===== config.mk =====
export PLATFORM = sky130hd
export DESIGN_NAME = fifo_flex
export DESIGN_NICKNAME = d
export VERILOG_FILES = /design/src/rtl/fifo_flex.sv
export SDC_FILE = /design/constraint.sdc
export NUM_CORES = 1
export LEC_CHECK = 0
export CORE_UTILIZATION = 55
export CTS_CLUSTER_SIZE = 25
export DETAILED_ROUTE_END_ITERATION = 16
export GPL_TIMING_DRIVEN = 0
export MAX_ROUTING_LAYER = met4
export PLACE_DENSITY = 0.85
export SLEW_MARGIN = 20
export SYNTH_ARGS = -nofsm -noshare
export SYNTH_HDL_FRONTEND = slang
export SYNTH_SLANG_ARGS = --single-unit

===== constraint.sdc =====
create_clock -name clk -period 4.55 [get_ports clk]
set_input_delay 0.91 -clock clk [delete_from_list [all_inputs] [get_ports clk]]
set_output_delay 0.91 -clock clk [all_outputs]
set_load 0.1 [all_outputs]

===== src/rtl/fifo_flex.sv =====
// Single-clock FIFO: any depth, FWFT or registered read, live count,
// programmable almost flags, sticky error flags and synchronous flush.
module fifo_flex #(
  parameter int DATA_W = 8,
  parameter int DEPTH  = 8,
  parameter bit FWFT   = 1'b1,
  parameter int CNT_W  = $clog2(DEPTH+1)
) (
  input  logic              clk,
  input  logic              reset,
  input  logic              wr_en,
  input  logic [DATA_W-1:0] wr_data,
  output logic              full,
  input  logic              rd_en,
  output logic [DATA_W-1:0] rd_data,
  output logic              rd_valid,
  output logic              empty,
  output logic [CNT_W-1:0]  count,
  input  logic [CNT_W-1:0]  afull_thr,
  input  logic [CNT_W-1:0]  aempty_thr,
  output logic              almost_full,
  output logic              almost_empty,
  input  logic              flush,
  input  logic              clr_err,
  output logic              overflow,
  output logic              underflow
);

  localparam int PTR_W = $clog2(DEPTH);

  logic [DATA_W-1:0] mem [DEPTH];
  logic [PTR_W-1:0]  wr_ptr;
  logic [PTR_W-1:0]  rd_ptr;
  logic              wa;
  logic              ra;

  // Explicit wrap keeps non-power-of-two depths correct
  function automatic logic [PTR_W-1:0] ptr_inc(input logic [PTR_W-1:0] p);
    return (p == PTR_W'(DEPTH-1)) ? '0 : p + PTR_W'(1);
  endfunction

  assign full         = (count == CNT_W'(DEPTH));
  assign empty        = (count == '0);
  assign almost_full  = (count >= afull_thr);
  assign almost_empty = (count <= aempty_thr);

  assign wa = wr_en && !full && !flush;
  assign ra = rd_en && !empty && !flush;

  always_ff @(posedge clk) begin
    if (wa) mem[wr_ptr] <= wr_data;
  end

  always_ff @(posedge clk or negedge reset) begin
    if (!reset) begin
      wr_ptr <= '0;
      rd_ptr <= '0;
      count  <= '0;
    end else if (flush) begin
      wr_ptr <= '0;
      rd_ptr <= '0;
      count  <= '0;
    end else begin
      if (wa) wr_ptr <= ptr_inc(wr_ptr);
      if (ra) rd_ptr <= ptr_inc(rd_ptr);
      if (wa && !ra)      count <= count + CNT_W'(1);
      else if (ra && !wa) count <= count - CNT_W'(1);
    end
  end

  // New error beats clr_err in the same cycle
  always_ff @(posedge clk or negedge reset) begin
    if (!reset) begin
      overflow  <= 1'b0;
      underflow <= 1'b0;
    end else begin
      if (wr_en && full && !flush) overflow <= 1'b1;
      else if (clr_err)            overflow <= 1'b0;
      if (rd_en && empty && !flush) underflow <= 1'b1;
      else if (clr_err)             underflow <= 1'b0;
    end
  end

  if (FWFT) begin : g_fwft
    assign rd_data  = mem[rd_ptr];
    assign rd_valid = !empty;
  end else begin : g_reg
    logic [DATA_W-1:0] rd_q;
    logic              rv_q;

    always_ff @(posedge clk or negedge reset) begin
      if (!reset) begin
        rd_q <= '0;
        rv_q <= 1'b0;
      end else begin
        rv_q <= ra;
        if (ra) rd_q <= mem[rd_ptr];
      end
    end

    assign rd_data  = rd_q;
    assign rd_valid = rv_q;
  end

endmodule


* Yosys cells after proc, flatten, opt, wreduce, memory -nomap -nowiden
Memories as Yosys holds them, arrays and structs flattened.
Index checks and enable logic that the tools add are counted.
** Cells by class
- $add $sub $neg :: 4
- $lt $le $gt $ge :: 2
- Equal/unequal tests :: 3
- Muxes and demuxes :: 14
- Reductions and logical operators :: 21
** Operators with widths (count)
- $mux 3 :: 6
- $mux 4 :: 3
- $logic_and 1x1->1 :: 10
- $reduce_bool 2->1 :: 4
- $add 3x1->3 const B :: 2
- $eq 3x3->1 const B :: 2
- $logic_not 1->1 :: 5
- $mux 1 :: 5
- $add 4x1->4 const B :: 1
- $eq 4x4->1 const B :: 1
- $ge 4x4->1 :: 1
- $le 4x4->1 :: 1
- $logic_not 4->1 :: 1
- $sub 4x1->4 const B :: 1
- $reduce_bool 3->1 :: 1
** Word-level totals
- Register bits :: 12
- Memory bits (writable) :: 64
- Output and inout bits :: 19
- Logic and storage cells :: 50
- Memories kept :: 1
** Memories
- mem :: words 8, bits a word 8, rd ports 1, clocked after memory_dff 0, wr ports 1, line 31 : logic [DATA_W-1:0] mem [DEPTH];

* Longest topological paths before layout
- Depth after elaboration :: 9
- Gate-level depth with buffers :: 8
- Gate-level depth less buffers :: 8

* Least setup slack after synthesis
No wires, ideal clock.
- Path type :: register to output
- Start :: register count[1]
- End :: output port almost_empty
- Arrival :: 3.976 ns
- Required time :: 3.640 ns
- Setup slack :: -0.336 ns
- Stages on the path, launching flop included :: 6
- Path buffers :: 0
- Cell sequence :: dfrtp_1 ha_1 nor2b_1 o21a_1 o21a_1 o21ai_0
** Between the ends
- Word-level cells in the longest chain between the ends :: 1
** Ends and longest elaborated chain
- from (decl) :: line 18 : output logic [CNT_W-1:0] count,
- from (signal assigned) :: line 66 : if (wa && !ra) count <= count + CNT_W'(1);
- from (signal assigned) :: line 67 : else if (ra && !wa) count <= count - CNT_W'(1);
- $le 4x4->1 :: line 45 : assign almost_empty = (count <= aempty_thr);
- to (decl) :: line 22 : output logic almost_empty,
Every way passes these cells.

* Worst setup path in the final report
- Start :: input port aempty_thr[1]
- End :: output port almost_empty
** Between the ends
- Word-level cells in the longest chain between the ends :: 1
** Ends and longest elaborated chain
- from (decl) :: line 20 : input logic [CNT_W-1:0] aempty_thr,
- $le 4x4->1 :: line 45
Every way passes these cells.

==> flow_summary.ini <==
[floorplan]
boundaryPins = 41
die_h_um = 81.7
die_area_um2 = 6670
die_width_um = 81.7
initial_core_util_pct = 58.0
core_area_um2 = 6030
row_count = 28

[status]
status = finished, final reports clean

[clock_network]
cts_root_buf = clkbuf_8
cts_tree = built
htreeDepth = 3
hold_buffers = 0
post_cts_resized = 0
path_clk_slew_ns = 0.07
cts_buffers = 9
postCtsSetupRepairBufs = 0
clock_latency_ns = 0.34
cts.sinks = 76
cts_buffer_depth = 2

[layout]
drive_gt1_share_pct = 13.2
num-fill-cells = 377
fin_nets = 297
fin_area_um2 = 4210
diodes = 0
stdcell_count = 340
area_growth_syn_to_layout_pct = 20.6

[synth]
ys_warn_count = 0
yosys_register_bits = 76
synth_cells = 209
synth_nets = 246
synth_top_cell_by_area = edfxtp_1
yosys.area.top_type_share_pct = 55.0
synthTopCellsByArea = edfxtp_1 55%, mux4_1 12%, dfrtp_1 8.6%
syn_area_per_cell_um2 = 16.7
synth_cell_types = 39
async_flop_share_pct = 15.8
syn_area_um2 = 3490
synth-edff-count = 64
ys_seq_area_share_pct = 63.6
synthFlopType = edfxtp_1

[hold_path]
hold_class = flip-flop to flip-flop

[worst_setup_path]
cp-end-kind = primary output
crit_fanout = 2
cp.required_ns = 3.64
cp_top_family = buffers and inverters
path_buf_inv = 3
slowest_stage = clkdlybuf4s50_1
crit_path_max_incr_delay_ns = 1.14
critical_path_class = primary input to primary output
crit_chain = clkdlybuf4s50_1, inv_1, ha_1, nor2b_1, o21a_1, o21a_1, o21ai_1, clkdlybuf4s50_1
setup.worst_path.start_class = primary input
worstPathArrival_ns = 3.38

[routing]
via_per_inst = 5.79
avgRoutedWirePerCell_um = 19.8
ant_nets = 0
dr.first_iter.drc_count = 146
dr.pass1.iters = 4
wirelength_mm = 6.74
drc_errors = 0
vias = 1968

[power_and_ir_drop]
power.leakage_nw = 1.57
pwr_density_cell_nw_per_um2 = 613
ir_drop_v = 0.000599

[grt]
grtUsageTotal_pct = 23.4
grt_pass1_vias = 1970
antenna_found_initial = 0
grt_overflow = 0
grt_max_degree = 14
grt_pass1_wl_mm = 10.5

[sta]
timing.hold.ws_ns = 0.540
worstMarginPinSlew_ns = 0.983
finalSetupTns_ns = 0
maxSlewHeadroom_pct = 34.2
grt_setup_unrepaired = false
final-hold-violation-count = 0
setup_violations = 0
finalClockSkew_ns = 0.00508
fin_crit_ns = 4.29
timing.fmax_ghz = 0.233
finalCritPeriodShare_pct = 94.3
slew_viol_final = 0

[place]
place_area_um2 = 4000
hpwl_mm = 4.47
placed_cells = 324
io_buffers = 40
gp_congestion = 0.787

[job]
drv_cap = 0
-- placed cells by master (no fill, tap or decap), types with 5 or more instances in the layout --
cell type and count:
mux2i_1 5, nor2_1 13, mux2_2 8, nand2_1 9, nand2b_1 5, a21oi_1 5, dfrtp_1 12, mux4_1 16
edfxtp_1 64, clkbuf_8 9, inv_1 15, ha_1 14, clkdlybuf4s50_1 40
-- through the flow --
step	util (%)	total power, mW	setup WS [ns]
after floorplan	-	1.79	0.0258
after global placement	66.2	2.02	0.257
after detailed placement	66.3	2.05	0.258
after CTS	69.9	2.59	0.243
after global routing	69.9	2.69	0.170
final	69.9	2.58	0.258
-- per-layer routing --
metal	up-vias	routed length [µm]	GRT usage, %
li1	921	-	-
met1	975	2820	30.0
met2	64	3490	36.4
met3	8	328	3.78
met4	0	103	11.9
met5	-	0	-
-- report_power, final --
group	internal, mW	leakage (nW)	switching [mW]	total (mW)
Sequential	0.797	0.739	0.0569	0.854
Clock	0.307	0.107	0.239	0.546
Combinational	0.369	0.727	0.814	1.18
Total	1.47	1.57	1.11	2.58
-- area by class of cell --
cell class	count	area, µm²	share of cell area (%)
tap	75	93.8	2.23
buffer	8	48.8	1.16
inverter	15	56.3	1.34
timing repair buffer	40	400	9.51
multi-input combinational	110	1180	27.9
clock buffer	9	124	2.94
clock inverter	7	90.1	2.14
sequential	76	2220	52.8
-- Yosys cell counts (2+ instances only) --
master and n:
nor3_1 3, mux4_1 16, mux2_2 8, nand3_1 2, buf_6 2, inv_1 15
dfrtp_1 12, ha_1 14, xnor2_1 2, mux2i_1 5, or3_1 3, nand2b_1 5
edfxtp_1 64, o21a_1 3, nor2_1 13, clkbuf_1 2, o21ai_0 2, buf_2 3
a21oi_1 5, nand2_1 9, a21o_1 3
-- worst min-delay path, cell delays in order, from the launching register on --
cell and delay [ns]:
dfrtp_1 0.39, inv_1 0.05, o32ai_1 0.06
-- final timing paths --
check,cells after the start,end,slack (ns),start
max in group asynchronous,1,rd_ptr[0]$_DFFE_PN0P_,3.24,reset
min in group asynchronous,1,overflow$_DFFE_PN0P_,0.93,reset
worst min-delay path,2,underflow$_DFFE_PN0P_,0.54,underflow$_DFFE_PN0P_
worst min register to register,2,underflow$_DFFE_PN0P_,0.54,underflow$_DFFE_PN0P_
worst max register to register,8,count[3]$_DFFE_PN0P_,2.14,count[1]$_DFFE_PN0P_
worst max-delay path,8,almost_empty,0.26,aempty_thr[1]
-- cells by family after synthesis --
family                     after synthesis  share of synthesized area [%]
AOI/OAI and AO/OA                       23                           5.27
xor gates and xnor gates                 2                          0.502
adders and majority gates               15                           5.59
buffers and inverters                   23                           3.01
DFF                                     76                           63.6
muxes                                   29                           16.0
and+or+nand+nor                         41                           5.98
-- sequential cells by signal, summed over array words and instances (netlist names) --
name / cells
rd_ptr: 3
underflow: 1
overflow: 1
mem: 64
count: 4
wr_ptr: 3
No activity file was read; power rests on OpenSTA's default activity.
